`config.mk`:
```
export PLATFORM = sky130hd
export DESIGN_NAME = draw_port_arbiter
export DESIGN_NICKNAME = d
export VERILOG_FILES = /design/src/rtl/draw_port_arbiter_pkg.sv /design/src/rtl/draw_port_arbiter_rr_pick.sv /design/src/rtl/draw_port_arbiter.sv
export SDC_FILE = /design/constraint.sdc
export NUM_CORES = 1
export LEC_CHECK = 0
export CELL_PAD_IN_SITES_DETAIL_PLACEMENT = 2
export CELL_PAD_IN_SITES_GLOBAL_PLACEMENT = 2
export CORE_MARGIN = 2
export CORE_UTILIZATION = 25
export DETAILED_ROUTE_END_ITERATION = 6
export GPL_TIMING_DRIVEN = 0
export PLACE_DENSITY = 0.93
export SLEW_MARGIN = 5
export SYNTH_ARGS = -nofsm -noshare
export SYNTH_HDL_FRONTEND = slang
export SYNTH_SLANG_ARGS = --single-unit
export TNS_END_PERCENT = 10
```
`constraint.sdc`:
```
create_clock -name clk -period 5 [get_ports clk]
set_input_delay 0.5 -clock clk [delete_from_list [all_inputs] [get_ports clk]]
set_output_delay 0.5 -clock clk [all_outputs]
set_load 0.02 [all_outputs]
```
`src/rtl/draw_port_arbiter_pkg.sv`:
```
// Screen geometry, palette and arbiter state encoding shared by the
// drawing controllers and the VGA plot-port arbiter.
package draw_port_arbiter_pkg;

    localparam int unsigned SCREEN_X_W = 8;   // 160 columns
    localparam int unsigned SCREEN_Y_W = 7;   // 120 rows
    localparam int unsigned SCREEN_C_W = 3;

    localparam logic [SCREEN_C_W-1:0] COLOUR_BLACK = 3'b000;
    localparam logic [SCREEN_C_W-1:0] COLOUR_RED   = 3'b100;
    localparam logic [SCREEN_C_W-1:0] COLOUR_WHITE = 3'b111;

    typedef enum logic [1:0] {
        ARB_IDLE  = 2'd0,
        ARB_GRANT = 2'd1,
        ARB_GAP   = 2'd2
    } arb_state_t;

endpackage

```
`src/rtl/draw_port_arbiter_rr_pick.sv`:
```
// Combinational round-robin priority encoder: first set request at or
// after ptr, wrapping, returned as a one-hot winner.
module rr_pick #(
    parameter int unsigned NREQ  = 3,
    parameter int unsigned PTR_W = 2
) (
    input  logic [NREQ-1:0]  req,
    input  logic [PTR_W-1:0] ptr,
    output logic [NREQ-1:0]  win,
    output logic             valid
);

    logic [2*NREQ-1:0] dbl;
    logic [2*NREQ-1:0] back;
    logic [NREQ-1:0]   rot;
    logic [NREQ-1:0]   oh;
    logic              found;

    // Rotate so ptr sits at bit 0, pick the lowest set bit, rotate back.
    always_comb begin
        dbl   = {req, req} >> ptr;
        rot   = dbl[NREQ-1:0];
        oh    = '0;
        found = 1'b0;
        for (int unsigned k = 0; k < NREQ; k++) begin
            if (rot[k] && !found) begin
                oh[k] = 1'b1;
                found = 1'b1;
            end
        end
        back  = {oh, oh} << ptr;
        win   = back[2*NREQ-1:NREQ];
        valid = |req;
    end

endmodule

```
`src/rtl/draw_port_arbiter.sv`:
```
// Round-robin arbiter sharing the VGA adapter plot port between drawing
// controllers, with a burst cap that forces rotation when others wait.
module draw_port_arbiter
    import draw_port_arbiter_pkg::*;
#(
    parameter int unsigned NREQ      = 3,
    parameter int unsigned X_W       = SCREEN_X_W,
    parameter int unsigned Y_W       = SCREEN_Y_W,
    parameter int unsigned C_W       = SCREEN_C_W,
    parameter int unsigned MAX_BURST = 64
) (
    input  logic              clk,
    input  logic              rst,
    input  logic [NREQ-1:0]   req,
    input  logic [NREQ*X_W-1:0] req_x,
    input  logic [NREQ*Y_W-1:0] req_y,
    input  logic [NREQ*C_W-1:0] req_colour,
    input  logic [NREQ-1:0]   req_plot,
    output logic [NREQ-1:0]   gnt,
    output logic [X_W-1:0]    vga_x,
    output logic [Y_W-1:0]    vga_y,
    output logic [C_W-1:0]    vga_colour,
    output logic              vga_plot,
    output logic              busy,
    output logic              violation
);

    localparam int unsigned PTR_W = (NREQ > 1) ? $clog2(NREQ) : 1;
    localparam int unsigned CNT_W = $clog2(MAX_BURST + 2);

    arb_state_t        state;
    logic [PTR_W-1:0]  rr_ptr;
    logic [PTR_W-1:0]  owner;
    logic [PTR_W-1:0]  win_idx;
    logic [PTR_W-1:0]  next_ptr;
    logic [CNT_W-1:0]  burst_cnt;
    logic [CNT_W-1:0]  cnt_next;
    logic [NREQ-1:0]   win;
    logic              pick_valid;
    logic              accept;
    logic              owner_req;
    logic              others_wait;
    logic              cap_hit;
    logic [X_W-1:0]    sel_x;
    logic [Y_W-1:0]    sel_y;
    logic [C_W-1:0]    sel_colour;

    rr_pick #(
        .NREQ  (NREQ),
        .PTR_W (PTR_W)
    ) u_pick (
        .req   (req),
        .ptr   (rr_ptr),
        .win   (win),
        .valid (pick_valid)
    );

    always_comb begin
        win_idx    = '0;
        sel_x      = '0;
        sel_y      = '0;
        sel_colour = '0;
        for (int unsigned k = 0; k < NREQ; k++) begin
            if (win[k]) win_idx = PTR_W'(k);
            if (gnt[k]) begin
                sel_x      = req_x[k*X_W +: X_W];
                sel_y      = req_y[k*Y_W +: Y_W];
                sel_colour = req_colour[k*C_W +: C_W];
            end
        end
        accept      = |(gnt & req_plot);
        owner_req   = |(gnt & req);
        others_wait = |(req & ~gnt);
        cnt_next    = (burst_cnt == '1) ? burst_cnt : burst_cnt + 1'b1;
        // Saturating count: a waiter arriving after the cap is reached still
        // rotates the grant on the owner's next accepted plot.
        cap_hit     = (MAX_BURST != 0) && accept && (32'(cnt_next) >= MAX_BURST);
        next_ptr    = (owner == PTR_W'(NREQ - 1)) ? '0 : owner + 1'b1;
    end

    always_ff @(posedge clk or posedge rst) begin
        if (rst) begin
            state      <= ARB_IDLE;
            gnt        <= '0;
            rr_ptr     <= '0;
            owner      <= '0;
            burst_cnt  <= '0;
            vga_x      <= '0;
            vga_y      <= '0;
            vga_colour <= '0;
            vga_plot   <= 1'b0;
            violation  <= 1'b0;
        end else begin
            violation <= violation | (|(req_plot & ~gnt));
            vga_plot  <= accept;
            if (accept) begin
                vga_x      <= sel_x;
                vga_y      <= sel_y;
                vga_colour <= sel_colour;
            end
            case (state)
                ARB_IDLE: begin
                    if (pick_valid) begin
                        state     <= ARB_GRANT;
                        gnt       <= win;
                        owner     <= win_idx;
                        burst_cnt <= '0;
                    end
                end
                ARB_GRANT: begin
                    if (accept) burst_cnt <= cnt_next;
                    if (!owner_req || (cap_hit && others_wait)) begin
                        state  <= ARB_GAP;
                        gnt    <= '0;
                        rr_ptr <= next_ptr;
                    end
                end
                ARB_GAP: begin
                    state <= ARB_IDLE;
                end
                default: begin
                    state <= ARB_IDLE;
                    gnt   <= '0;
                end
            endcase
        end
    end

    assign busy = (state == ARB_GRANT);

endmodule
```
==> results of run 1 <==
[how the worst max path moves through the flow]
stage                      from                       end  slack (ns)  cells past startpoint
floorplan           req_plot[0]  burst_cnt[5]$_DFFE_PP0P_        3.25                      5
global placement    req_plot[0]  burst_cnt[3]$_DFFE_PP0P_        2.49                      6
detailed placement  req_plot[0]      vga_x[6]$_DFFE_PP0N_        2.38                      6
CTS                 req_plot[0]      vga_x[6]$_DFFE_PP0N_        2.66                      6
global route        req_plot[0]  burst_cnt[3]$_DFFE_PP0P_        2.52                      6
finish              req_plot[0]      vga_x[6]$_DFFE_PP0N_        2.69                      6
[layer usage]
metal / GRT usage, % / wire length (µm) / part of all wire, % / up-vias
li1: - / - / - / 893
met1: 22.7 / 2990 / 39 / 1023
met2: 36.7 / 4200 / 55 / 65
met3: 4.34 / 348 / 4.6 / 4
met4: 3.93 / 55 / 0.72 / 0
met5: 0 / 0 / 0 / -
[cell usage in the layout (no fill, tap or decap), drive strengths merged, types with 2 or more instances in the layout]
| cell type | instances |
|---|---|
| nor2b | 3 |
| mux2 | 2 |
| o21ai | 38 |
| and2 | 2 |
| clkdlybuf4s50 | 85 |
| buf | 3 |
| inv | 7 |
| nand2b | 2 |
| nor2 | 11 |
| dfrtp | 36 |
| a31oi | 2 |
| nand2 | 24 |
| and4 | 2 |
| a221o | 18 |
| nor3 | 4 |
| clkbuf | 16 |
| a21o | 2 |
| a21oi | 4 |
| a222oi | 3 |
| mux2i | 2 |
| a31o | 2 |
| a211oi | 2 |
[metrics by stage]
step / power [W] / util (%) / hold WS [ns] / instance area (µm²) / setup WS, ns
after floorplan: 0.000881 / - / 0.452 / 1820 / 3.25
after global placement: 0.00117 / 39.1 / 0.455 / 2790 / 2.49
after detailed placement: 0.00124 / 39.1 / 0.483 / 2790 / 2.38
after CTS: 0.00148 / 40.5 / 0.503 / 2890 / 2.66
after global routing: 0.00157 / 40.5 / 0.523 / 2890 / 2.52
final: 0.00146 / 40.5 / 0.497 / 2890 / 2.69
[final cells by class]
| type | count | area (µm²) |
|---|---|---|
| fillers | 799 | 4250 |
| flip-flops and latches | 36 | 901 |
| repair buffers | 85 | 851 |
| multi-input cells | 135 | 842 |
| well taps | 99 | 124 |
| clock buffers | 7 | 96.3 |
| plain buffers | 12 | 48.8 |
| inverters | 7 | 26.3 |
[registers in the layout, summed over array words and instances (netlist names)]
| signal | flops |
|---|---|
| owner | 2 |
| burst_cnt | 7 |
| violation | 1 |
| rr_ptr | 2 |
| state | 2 |
| vga_colour | 3 |
| vga_plot | 1 |
| vga_x | 8 |
| gnt | 3 |
| vga_y | 7 |
[power groups by stage]
stage | clock network, W | logic, W | registers [W]
final | 0.000226 | 0.000783 | 0.000451
after global routing | 0.000246 | 0.000864 | 0.000463
after floorplan | 0 | 0.000366 | 0.000515
after global placement | 0 | 0.000733 | 0.000441
after detailed placement | 0 | 0.000788 | 0.000455
after CTS | 0.000231 | 0.000794 | 0.000452
[tightest hold or removal path, delay by kind of cell, from the launching register on]
kind | cells | cell delay (ns)
and+or+nand+nor | 1 | 0.05
DFF | 1 | 0.35
AOI/OAI and AO/OA | 1 | 0.06
[cell families (layout without fill, tap and decap cells)]
group	Yosys count	in the layout
DFF	36	36
and+or+nand+nor	51	51
AOI/OAI and AO/OA	78	78
buffers and inverters	19	111
adders and majority gates	1	1
muxes	4	4
xor gates and xnor gates	1	1
==> impl_metrics.json, run 1 <==
{
  "status": "finished, final reports clean",
  "p_sw_share_pct": 42.3,
  "cts-root-buf": "clkbuf_8",
  "r2r_cells": 5,
  "pwr-share-comb_pct": 53.7,
  "grt_pass1_wl_um": 11600,
  "min_path_type": "flip-flop to flip-flop",
  "die-area_um2": 7970,
  "tritoncts": "done",
  "grt.overflow.total": 0,
  "syn_area_um2": 1820,
  "hold_buffers": 0,
  "syn_avg_cell_area_um2": 9.57,
  "synth_area_leaders": "dfrtp_1 50%, o21ai_0 10%, a221o_1 9.9%",
  "synth_top_area_share_pct": 49.6,
  "setup_viol": 0,
  "p_leak_nw": 1.19,
  "synth_edf_count": 0,
  "slew-limit-headroom_pct": 47.2,
  "globalplace.congestion": 0.762,
  "clkLatencyLatePin_ns": 0.29,
  "yosys.area_share.simple_pct": 13.0,
  "synth.distinct_cells": 35,
  "grt_pass1_vias": 2169,
  "area_growth_pct": 58.9,
  "powerDensity_nw_per_um2": 505,
  "port_buffers": 85,
  "slowest_stage": "a222oi_1",
  "drt_iter0_markers": 89,
  "ff2ff_setup_slack_ns": 2.91,
  "ant_nets": 0,
  "nets": 345,
  "worstSetupEndpointType": "flip-flop",
  "cts_setup_buffers": 0,
  "cp_top_family": "buffers and inverters",
  "syn_nets": 253,
  "synth_top_family_by_area": "compound AO/OA/AOI/OAI gates",
  "worstMarginPinSlew_ns": 0.791,
  "antenna_found_initial": 0,
  "worstSetupStartpointType": "input pin",
  "finalCriticalPeriod_ns": 2.31,
  "drive_above_1_share_pct": 6.03,
  "dp.final_hpwl_um": 5880,
  "cts_max_path_buffers": 2,
  "core.rowCount": 31,
  "intPower_w": 0.000843,
  "ys_seq_area_share_pct": 49.6,
  "ios": 86,
  "maxCapViolCount": 0,
  "start_util_pct": 25.5,
  "path_buf_inv": 3,
  "min_from": "vga_x[7]$_DFFE_PP0N_",
  "cts_inserted_buffers": 5,
  "async_flop_share_pct": 100,
  "cts_htree_levels": 2,
  "r2r-end": "vga_x[5]$_DFFE_PP0N_",
  "rsz0062_at_grt": "false",
  "yosysMostFrequentCell": "o21ai_0",
  "ys_top_cells_by_count": "38 x o21ai_0, 36 x dfrtp_1, 24 x nand2_1",
  "finalSetupTns_ns": 0,
  "crit_chain": "clkdlybuf4s50_1 -> a222oi_1 -> clkbuf_1 -> buf_2 -> nand2_1 -> o21ai_0",
  "die_x_um": 89.3,
  "hold_viol": 0,
  "timing.rr.start": "gnt[1]$_DFFE_PP0P_",
  "firstDrtPassIters": 4,
  "placed_cells": 374,
  "syn-instance-count": 190,
  "synth_compound_area_share_pct": 29.8,
  "cp.required_ns": 5.19,
  "grtUsageTotal_pct": 19.6,
  "min_path_cells": 2,
  "clk_pin_slew_worst_paths_ns": 0.08,
  "share_seq_of_total_power_pct": 30.9,
  "period_share_pct": 46.2,
  "synth_fa_ha_area_share_pct": 0.688,
  "drc": 0,
  "synth_warnings": 0,
  "max_freq_ghz": 0.433,
  "synthMuxAreaShare_pct": 2.34,
  "p_clk_share_pct": 15.5,
  "holdPathEnd": "vga_x[7]$_DFFE_PP0N_",
  "synth_xor_area_share_pct": 0.482,
  "crit_arrival_ns": 2.50,
  "synth_top_cell_by_area": "dfrtp_1",
  "drt-wirelength-per-cell_um": 19.9,
  "cts.sink_count": 36,
  "viasPerCell": 5.21,
  "cts.repair.resized": 0,
  "die_h_um": 89.3,
  "vdd_drop_max_mv": 0.177,
  "wl_um": 7590,
  "critPathKind": "input pin to flip-flop",
  "path_max_fanout": 10,
  "final_cells": 381,
  "skew_ns": 0.00887,
  "synth_top_flop_cell": "dfrtp_1",
  "core-area_um2": 7140,
  "synth-seq-cells": 36,
  "num_vias": 1985,
  "grt_max_degree": 37,
  "power.switching_w": 0.000617,
  "slew_violations": 0,
  "critical-path-max-stage-delay_ns": 0.57,
  "antenna_cells": 0
}
Power figures use the tool's default switching activity.
==> run 2: changes to the inputs <==
Settings changed: CORE_UTILIZATION 25 to 21, PLACE_DENSITY 0.93 to 0.84.
Clock period 5 ns to 2.1 ns, I/O delays scaled along.
==> run 2 against run 1 <==
  * Die area increased by 18%
  * First-iteration DRC count decreased by 16%
  * Wire length decreased by 5.6%
  * Utilization decreased by 5.6 points
==> impl_metrics.json, run 2 (synthesis results as in run 1) <==
{
  "cts_inserted_buffers": 5,
  "drt-wirelength-per-cell_um": 18.5,
  "path_max_fanout": 10,
  "cts.sink_count": 36,
  "slowest_stage": "dfrtp_1",
  "max_freq_ghz": 0.531,
  "mostFrequentLayoutCells": "85 x clkdlybuf4s50_1, 38 x o21ai_0, 36 x dfrtp_1",
  "dpl-instance-area_um2": 2800,
  "worstSetupEndpointType": "flip-flop",
  "power.switching_w": 0.00143,
  "final_cells": 388,
  "p_sw_share_pct": 42.3,
  "r2r_cells": 6,
  "regMostFlops": "vga_x",
  "fillers": 913,
  "crit_chain": "a222oi_1 -> buf_4 -> clkbuf_1 -> nor3_1 -> mux2i_1 -> nor2_1",
  "slew-limit-headroom_pct": 47.7,
  "clkLatencyLatePin_ns": 0.29,
  "clk_pin_slew_worst_paths_ns": 0.07,
  "die_h_um": 97.0,
  "period_share_pct": 89.6,
  "drt_iter0_markers": 75,
  "grt.overflow.total": 0,
  "share_seq_of_total_power_pct": 31.5,
  "path_buf_inv": 2,
  "hold_viol": 0,
  "ant_nets": 0,
  "num_vias": 1932,
  "ff2ff_setup_slack_ns": 0.22,
  "firstDrtPassIters": 4,
  "vdd_drop_max_mv": 0.297,
  "min_path_type": "input pin to async pin",
  "crit_arrival_ns": 2.03,
  "hold_buffers": 0,
  "wl_um": 7170,
  "port_buffers": 85,
  "powerDensity_nw_per_um2": 1170,
  "antenna_cells": 0,
  "cp.required_ns": 2.25,
  "cp_top_family": "simple AND/OR/NAND/NOR gates",
  "cts_htree_levels": 2,
  "reg_top3": "vga_x x8, burst_cnt x7, vga_y x7",
  "grtUsageTotal_pct": 15.3,
  "antenna_found_initial": 0,
  "critical-path-max-stage-delay_ns": 0.46,
  "grt_pass1_wl_um": 11600,
  "drc": 0,
  "maxCapViolCount": 0,
  "tritoncts": "done",
  "r2r-end": "burst_cnt[1]$_DFFE_PP0P_",
  "p_leak_nw": 1.20,
  "core-area_um2": 8300,
  "cts_max_path_buffers": 2,
  "worstMarginPinSlew_ns": 0.784,
  "drive_above_1_share_pct": 7.42,
  "worstSetupStartpointType": "flip-flop",
  "finalCriticalPeriod_ns": 1.88,
  "timing.rr.start": "gnt[1]$_DFFE_PP0P_",
  "ios": 86,
  "dp.final_hpwl_um": 5550,
  "final_common_cell": "clkdlybuf4s50_1",
  "fin_area_um2": 2900,
  "rsz0062_at_grt": "false",
  "core.rowCount": 33,
  "start_util_pct": 21.9,
  "placed_cells": 380,
  "skew_ns": 0.00696,
  "intPower_w": 0.00195,
  "die_x_um": 97.0,
  "largest_reg_flops": 8,
  "grt_pass1_vias": 2208,
  "status": "finished, final reports clean",
  "area_growth_pct": 59.3,
  "grt_max_degree": 37,
  "nets": 346,
  "pwr-share-comb_pct": 54.6,
  "globalplace.congestion": 0.786,
  "p_clk_share_pct": 13.9,
  "setup_viol": 0,
  "cts-root-buf": "clkbuf_8",
  "die-area_um2": 9420,
  "slew_violations": 0,
  "critPathKind": "flip-flop to flip-flop",
  "viasPerCell": 4.98
}
[run 2: area by class of cell]
type | instances | area (µm²) | share of cell area (%)
flip-flops and latches | 36 | 901 | 31.1
repair buffers | 86 | 858 | 29.6
multi-input cells | 135 | 850 | 29.3
well taps | 105 | 131 | 4.54
clock buffers | 6 | 72.6 | 2.51
plain buffers | 12 | 51.3 | 1.77
inverters | 7 | 26.3 | 0.908
clock inverters | 1 | 5.00 | 0.173
[run 2: metal layers]
layer | wire, µm | global-route usage, % | up-vias
li1 | - | - | 895
met1 | 2940 | 17.9 | 978
met2 | 3830 | 28.0 | 52
met3 | 313 | 3.61 | 7
met4 | 79 | 4.12 | 0
met5 | 0 | 0 | -
[run 2: worst reg2reg max path, cell delays in order, from the launching register on]
cell and delay, ns:
dfrtp_1 0.46, a222oi_1 0.12, buf_4 0.17, clkbuf_1 0.22
nor3_1 0.46, mux2i_1 0.27, nor2_1 0.06
[run 2: power groups by stage]
stage / Sequential, W / Combinational, W / Clock (W)
finish: 0.00107 / 0.00185 / 0.000470
global route: 0.00110 / 0.00204 / 0.000518
CTS: 0.00107 / 0.00187 / 0.000491
detailed placement: 0.00108 / 0.00186 / 0
global placement: 0.00106 / 0.00176 / 0
floorplan: 0.00123 / 0.000871 / 0
[run 2: worst max-delay path by stage]
stage	start	depth (start not counted)	endpoint
floorplan	gnt[1]$_DFFE_PP0P_	5	burst_cnt[5]$_DFFE_PP0P_
global placement	req_plot[0]	6	burst_cnt[3]$_DFFE_PP0P_
detailed placement	req_plot[0]	6	burst_cnt[3]$_DFFE_PP0P_
CTS	gnt[1]$_DFFE_PP0P_	5	vga_y[1]$_DFFE_PP0N_
global route	gnt[1]$_DFFE_PP0P_	6	burst_cnt[1]$_DFFE_PP0P_
finish	gnt[1]$_DFFE_PP0P_	6	burst_cnt[1]$_DFFE_PP0P_
[run 2: metrics by stage]
step           TNS [ns]  power, W  hold slack (ns)  util, %  setup slack (ns)
3_5_place_dp      -2.36   0.00294            0.466     33.7            -0.136
2_1_floorplan         0   0.00210            0.334        -             0.362
4_1_cts               0   0.00344            0.431     34.7            0.0152
5_1_grt               0   0.00366            0.499     34.9            0.0316
6_report              0   0.00339            0.401     34.9             0.218
3_3_place_gp      -1.16   0.00283            0.457     33.7            -0.112
[run 2: timing repair]
| action | CTS | global route |
|---|---|---|
| buffers inserted | 0 | 1 |
| setup endpoints to repair | 6 | 24 |
| gates cloned | 0 | 0 |
| resized for setup | 1 | 6 |
| pin swaps | 0 | 1 |
